--- src/rtl/shift_arbiter.sv ---
// Round-robin front end that shares one combinational 16-bit shifter among NREQ requesters.
// Each accepted request takes three cycles: IDLE (grant/capture) -> EXEC (shift) -> RESP (hold until accepted).
module shift_arbiter #(
  parameter int NREQ = 2,
  parameter int IDW  = 1
) (
  input  logic                clk,
  input  logic                rst_n,
  input  logic [NREQ-1:0]     req_valid,
  input  logic [16*NREQ-1:0]  req_a,
  input  logic [4*NREQ-1:0]   req_d,
  input  logic [2*NREQ-1:0]   req_op,
  output logic [NREQ-1:0]     req_ready,
  output logic [15:0]         sh_a,
  output logic [3:0]          sh_d,
  output logic [1:0]          sh_op,
  input  logic [15:0]         sh_res,
  output logic                rsp_valid,
  output logic [IDW-1:0]      rsp_id,
  output logic [15:0]         rsp_res,
  input  logic                rsp_ready
);

  typedef enum logic [1:0] {
    IDLE = 2'd0,
    EXEC = 2'd1,
    RESP = 2'd2
  } state_t;

  state_t          state_reg, state_next;
  logic [IDW-1:0]  rr_ptr_reg;
  logic [15:0]     op_a_reg;
  logic [3:0]      op_d_reg;
  logic [1:0]      op_op_reg;
  logic [IDW-1:0]  rsp_id_reg;
  logic [15:0]     rsp_res_reg;

  logic [15:0]     a_arr  [NREQ];
  logic [3:0]      d_arr  [NREQ];
  logic [1:0]      op_arr [NREQ];
  logic [NREQ-1:0] at_or_after;
  logic [NREQ-1:0] hi_valid;
  logic [NREQ-1:0] pick_vec;
  logic [IDW-1:0]  grant_idx;
  logic            grant_found;
  logic            do_grant;

  genvar gi;
  generate
    for (gi = 0; gi < NREQ; gi++) begin : g_slice
      assign a_arr[gi]       = req_a[16*gi +: 16];
      assign d_arr[gi]       = req_d[4*gi +: 4];
      assign op_arr[gi]      = req_op[2*gi +: 2];
      assign at_or_after[gi] = (IDW'(gi) >= rr_ptr_reg);
    end
  endgenerate

  // Cyclic search: prefer valid requesters at or above rr_ptr, else wrap to the lowest valid one.
  assign hi_valid    = req_valid & at_or_after;
  assign pick_vec    = (|hi_valid) ? hi_valid : req_valid;
  assign grant_found = |req_valid;

  always_comb begin
    grant_idx = '0;
    for (int i = NREQ - 1; i >= 0; i--) begin
      if (pick_vec[i]) begin
        grant_idx = IDW'(i);
      end
    end
  end

  assign do_grant = (state_reg == IDLE) && grant_found;

  always_ff @(posedge clk) begin
    if (!rst_n) begin
      state_reg <= IDLE;
    end else begin
      state_reg <= state_next;
    end
  end

  always_comb begin
    state_next = state_reg;
    case (state_reg)
      IDLE:    if (grant_found) state_next = EXEC;
      EXEC:    state_next = RESP;
      RESP:    if (rsp_ready) state_next = IDLE;
      default: state_next = IDLE;
    endcase
  end

  always_comb begin
    req_ready = '0;
    if (rst_n && do_grant) begin
      req_ready[grant_idx] = 1'b1;
    end
    rsp_valid = rst_n && (state_reg == RESP);
  end

  always_ff @(posedge clk) begin
    if (!rst_n) begin
      rr_ptr_reg  <= '0;
      op_a_reg    <= '0;
      op_d_reg    <= '0;
      op_op_reg   <= '0;
      rsp_id_reg  <= '0;
      rsp_res_reg <= '0;
    end else begin
      if (do_grant) begin
        op_a_reg   <= a_arr[grant_idx];
        op_d_reg   <= d_arr[grant_idx];
        op_op_reg  <= op_arr[grant_idx];
        rsp_id_reg <= grant_idx;
        rr_ptr_reg <= (grant_idx == IDW'(NREQ - 1)) ? '0 : grant_idx + IDW'(1);
      end
      if (state_reg == EXEC) begin
        rsp_res_reg <= sh_res;
      end
    end
  end

  // The shifter inputs follow the operand regs at all times; only EXEC samples its result.
  assign sh_a    = op_a_reg;
  assign sh_d    = op_d_reg;
  assign sh_op   = op_op_reg;
  assign rsp_id  = rsp_id_reg;
  assign rsp_res = rsp_res_reg;

endmodule

--- config.mk ---
export PLATFORM = sky130hd
export DESIGN_NAME = shift_arbiter
export DESIGN_NICKNAME = d
export VERILOG_FILES = /design/src/rtl/shift_arbiter.sv
export SDC_FILE = /design/constraint.sdc
export NUM_CORES = 1
export LEC_CHECK = 0
export ABC_AREA = 0
export CAP_MARGIN = 0
export CORE_MARGIN = 2
export CORE_UTILIZATION = 36
export CTS_CLUSTER_SIZE = 16
export DETAILED_ROUTE_END_ITERATION = 12
export GPL_TIMING_DRIVEN = 0
export PLACE_DENSITY_LB_ADDON = 0.25
export SLEW_MARGIN = 20
export SYNTH_ARGS = -nofsm -noshare
export SYNTH_HDL_FRONTEND = slang
export SYNTH_SLANG_ARGS = --single-unit
export TNS_END_PERCENT = 100
--- constraint.sdc ---
create_clock -name clk -period 2.08 [get_ports clk]
set_input_delay 0.416 -clock clk [delete_from_list [all_inputs] [get_ports clk]]
set_output_delay 0.416 -clock clk [all_outputs]
set_load 0.05 [all_outputs]
==> flow_metrics.py, run 1 <==
metrics = {
    "synth": {
        "synth_top_area_cell": "dfxtp_1",
        "synth_commonest_cells": "dfxtp_1 (42), nand2_1 (32), a21oi_1 (17), and3_1 (17), a221o_1 (16)",
        "synthSimpleGateAreaFrac_pct": 22.4,
        "yosysTopAreaCellShare_pct": 51.3,
        "synthAdderAreaFrac_pct": 0,
        "synth_xor_area_share_pct": 0,
        "netlist_top_cells_area": "dfxtp_1 (51%), a221o_1 (9.8%), nand2_1 (7.3%), and3_1 (6.5%), a21oi_1 (5.2%)",
        "syn_nets": 244,
        "synth_edf_count": 0,
        "avgSynthCellArea_um2": 9.16,
        "synth_top_family_by_area": "simple AND/OR/NAND/NOR gates",
        "synth_mux_area_share_pct": 0,
        "synth_seq_area_share_pct": 51.3,
        "ys_warn_count": 0,
        "synth-compound-area-share_pct": 20.9,
        "async_reset_ff_share_pct": 0,
        "synth_cell_types": 26,
        "yosysMostFrequentCell": "dfxtp_1",
        "synth_cells": 179,
        "ys.flop_type": "dfxtp_1",
        "ys_seq_elements": 42,
        "netlist_area_um2": 1640,
    },
    "clocking": {
        "h-tree-depth": 2,
        "clk_pin_slew_ps": 80,
        "cts_tree": "built",
        "cts_buffers": 5,
        "worstSkewPairLatency_ps": 300,
        "cts_root_buf": "clkbuf_8",
        "cts.sinks": 42,
        "clk_path_buf_depth": 2,
    },
    "placement": {
        "portBuffers": 106,
        "dpl_cell_area_um2": 2770,
        "dpl.hpwl_um": 3590,
        "globalplace.congestion": 0.814,
        "dp.cells": 337,
    },
    "final_layout": {
        "multi_input_area_um2": 736,
        "seqCellArea_um2": 841,
        "layout-area-overhead-vs-synth_pct": 79.8,
        "instances_no_fill": 348,
        "n_fill_cell": 397,
        "final_layout_size_suffix_gt1_share_pct": 8.45,
        "diodes": 0,
        "nets": 360,
        "stdcell_area_um2": 2950,
    },
    "timing": {
        "fmax_mhz": 514,
        "hold_viol": 0,
        "setup_viol": 0,
        "slew-limit-headroom_pct": 54.4,
        "whs_ps": 452,
        "worst_pin_slew_ps": 682,
        "rsz0062_at_grt": "no",
        "finalCriticalPeriod_ps": 1950,
        "fin_crit_sh_pct": 93.5,
        "finClkSkew_ps": 7.07,
        "finalMaxSlewViolations": 0,
    },
    "power": {
        "power_frac_comb_pct": 33.3,
        "leakage_nw": 1.19,
        "intPower_mw": 1.46,
        "clock_power_share_pct": 24.9,
        "swShare_pct": 33.4,
        "p_sw_uw": 734,
        "p_seq_share_pct": 41.8,
        "vdd_drop_max_v": 0.000443,
        "finalPower_mw": 2.20,
        "p_per_area_nw_per_um2": 746,
    },
    "grt": {
        "grt_pass1_vias": 1713,
        "grt_pass1_wl_um": 7950,
        "grt_max_degree": 14,
        "grtUsageMet1_pct": 24.3,
        "overflow": 0,
        "antenna_found_initial": 0,
        "grt.total_usage_pct": 19.8,
        "grt_busiest_layer": "met2",
        "met3_usage_pct": 7.74,
        "met2_usage_pct": 32.5,
    },
    "detailed_routing": {
        "drc": 0,
        "via_per_inst": 5.03,
        "detail-route-antenna-nets": 0,
        "firstDrtPassIters": 4,
        "drtIter0Drc": 42,
        "routed_wl_um": 4980,
        "wl_per_cell_um": 14.3,
        "vias": 1752,
    },
    "critical_path": {
        "path_max_fanout": 10,
        "critPathKind": "reg -> out",
        "crit_top_cell": "buf_8",
        "worstPathCellList": "nor3b_4 > and3_1 > buf_6 > buf_8 > buf_8",
        "cp.arrival_ps": 1530,
        "slowest_delay_ps": 400,
        "crit_path_top_delay_cell": "dfxtp_1",
        "cp_num_buf_inv": 3,
        "cp.required_ps": 1660,
        "crit_path_end_kind": "output pin",
        "start_kind": "flip-flop",
        "critPathTopFamily": "simple AND/OR/NAND/NOR gates",
    },
    "floorplan": {
        "die_h_um": 71.5,
        "start_util_pct": 37.4,
        "io_pins": 107,
        "fp.dieW_um": 71.5,
        "core_area_um2": 4380,
        "rows": 24,
        "dieArea_um2": 5110,
    },
    "min_path": {
        "hold_path.class": "reg -> reg",
    },
    "run": {
        "drv_cap": 0,
    },
    "status": {
        "status": "completed",
    },
}
## kinds of logic after synthesis
kind of cell,count (synthesis)
buffers and inverters,15
AO/OA/AOI/OAI,49
flip-flops,42
AND/OR/NAND/NOR,73
## per-stage QoR
step | setup TNS (ps) | utilization, % | setup WS, ps
2_1_floorplan | 0 | - | 13.8
3_3_place_gp | -3700 | 63.1 | -1140
3_5_place_dp | -3360 | 63.1 | -1110
4_1_cts | -82.0 | 66.6 | -51.4
5_1_grt | 0 | 67.2 | 39.4
6_report | 0 | 67.2 | 134
## worst register-to-register path, stage by stage, from the launching register on
cell	delay, ps
dfxtp_1	400
or2_1	270
buf_6	140
o21a_1	190
buf_6	140
buf_8	140
a221o_1	290
## final cells by class
cell class	instances	area share, %
Clock buffer	6	2.80
Buffer	14	3.78
Sequential cell	42	28.5
Clock inverter	2	0.425
Tap cell	52	2.21
Inverter	1	0.127
Timing Repair Buffer	109	37.2
Multi-Input combinational cell	122	25.0
## routing by layer
layer	up-vias	share of wire [%]	wire length, um
met4	0	1.1	55
met3	5	8.5	424
li1	877	-	-
met5	-	0	0
met1	806	43	2150
met2	64	47	2350
## layout by cell type, fill, tap and decap left out, types with 2 or more instances in the layout
cell and count:
clkdlybuf4s50_1 100, dfxtp_1 42, nand2_1 32, and3_1 17
a21oi_1 17, a221o_1 16, nand3_1 12, clkbuf_8 7
clkbuf_1 7, o21ai_0 6, a31oi_1 6, buf_6 4
buf_8 3, buf_4 3, nor3b_1 2, nor2_1 2
a21o_1 2, dlymetal6s2s_1 2
## power by group through the flow
stage | Combinational (mW) | Clock [mW] | Sequential [mW]
CTS | 0.730 | 0.567 | 0.918
floorplan | 0.181 | 0 | 1.16
detailed placement | 0.710 | 0 | 0.934
global route | 0.777 | 0.598 | 0.928
finish | 0.733 | 0.548 | 0.918
global placement | 0.707 | 0 | 0.931
## path summary, 6_finish.rpt
check	startpoint	end	slack (ps)	depth (start not counted)
worst max register to register	state_reg[1]	sh_d[3]	420	6
worst min-delay path	rsp_id	rsp_id	450	1
worst min register to register	rsp_id	rsp_id	450	1
worst max-delay path	state_reg[1]	req_ready[1]	130	5
## repair_timing
item | CTS | global route
setup buffers | 2 | 1
hold buffers | 0 | 0
resized for setup | 32 | 5
setup endpoints to repair | 3 | 2
pin swaps | 1 | 0
(Power assumes the default switching activity.)
==> run 2: changes to the inputs <==
CTS_CLUSTER_SIZE = default   (was 16)
==> results of run 2 <==
Same layout as run 1: the final DEF is identical, and so are final timing and power.
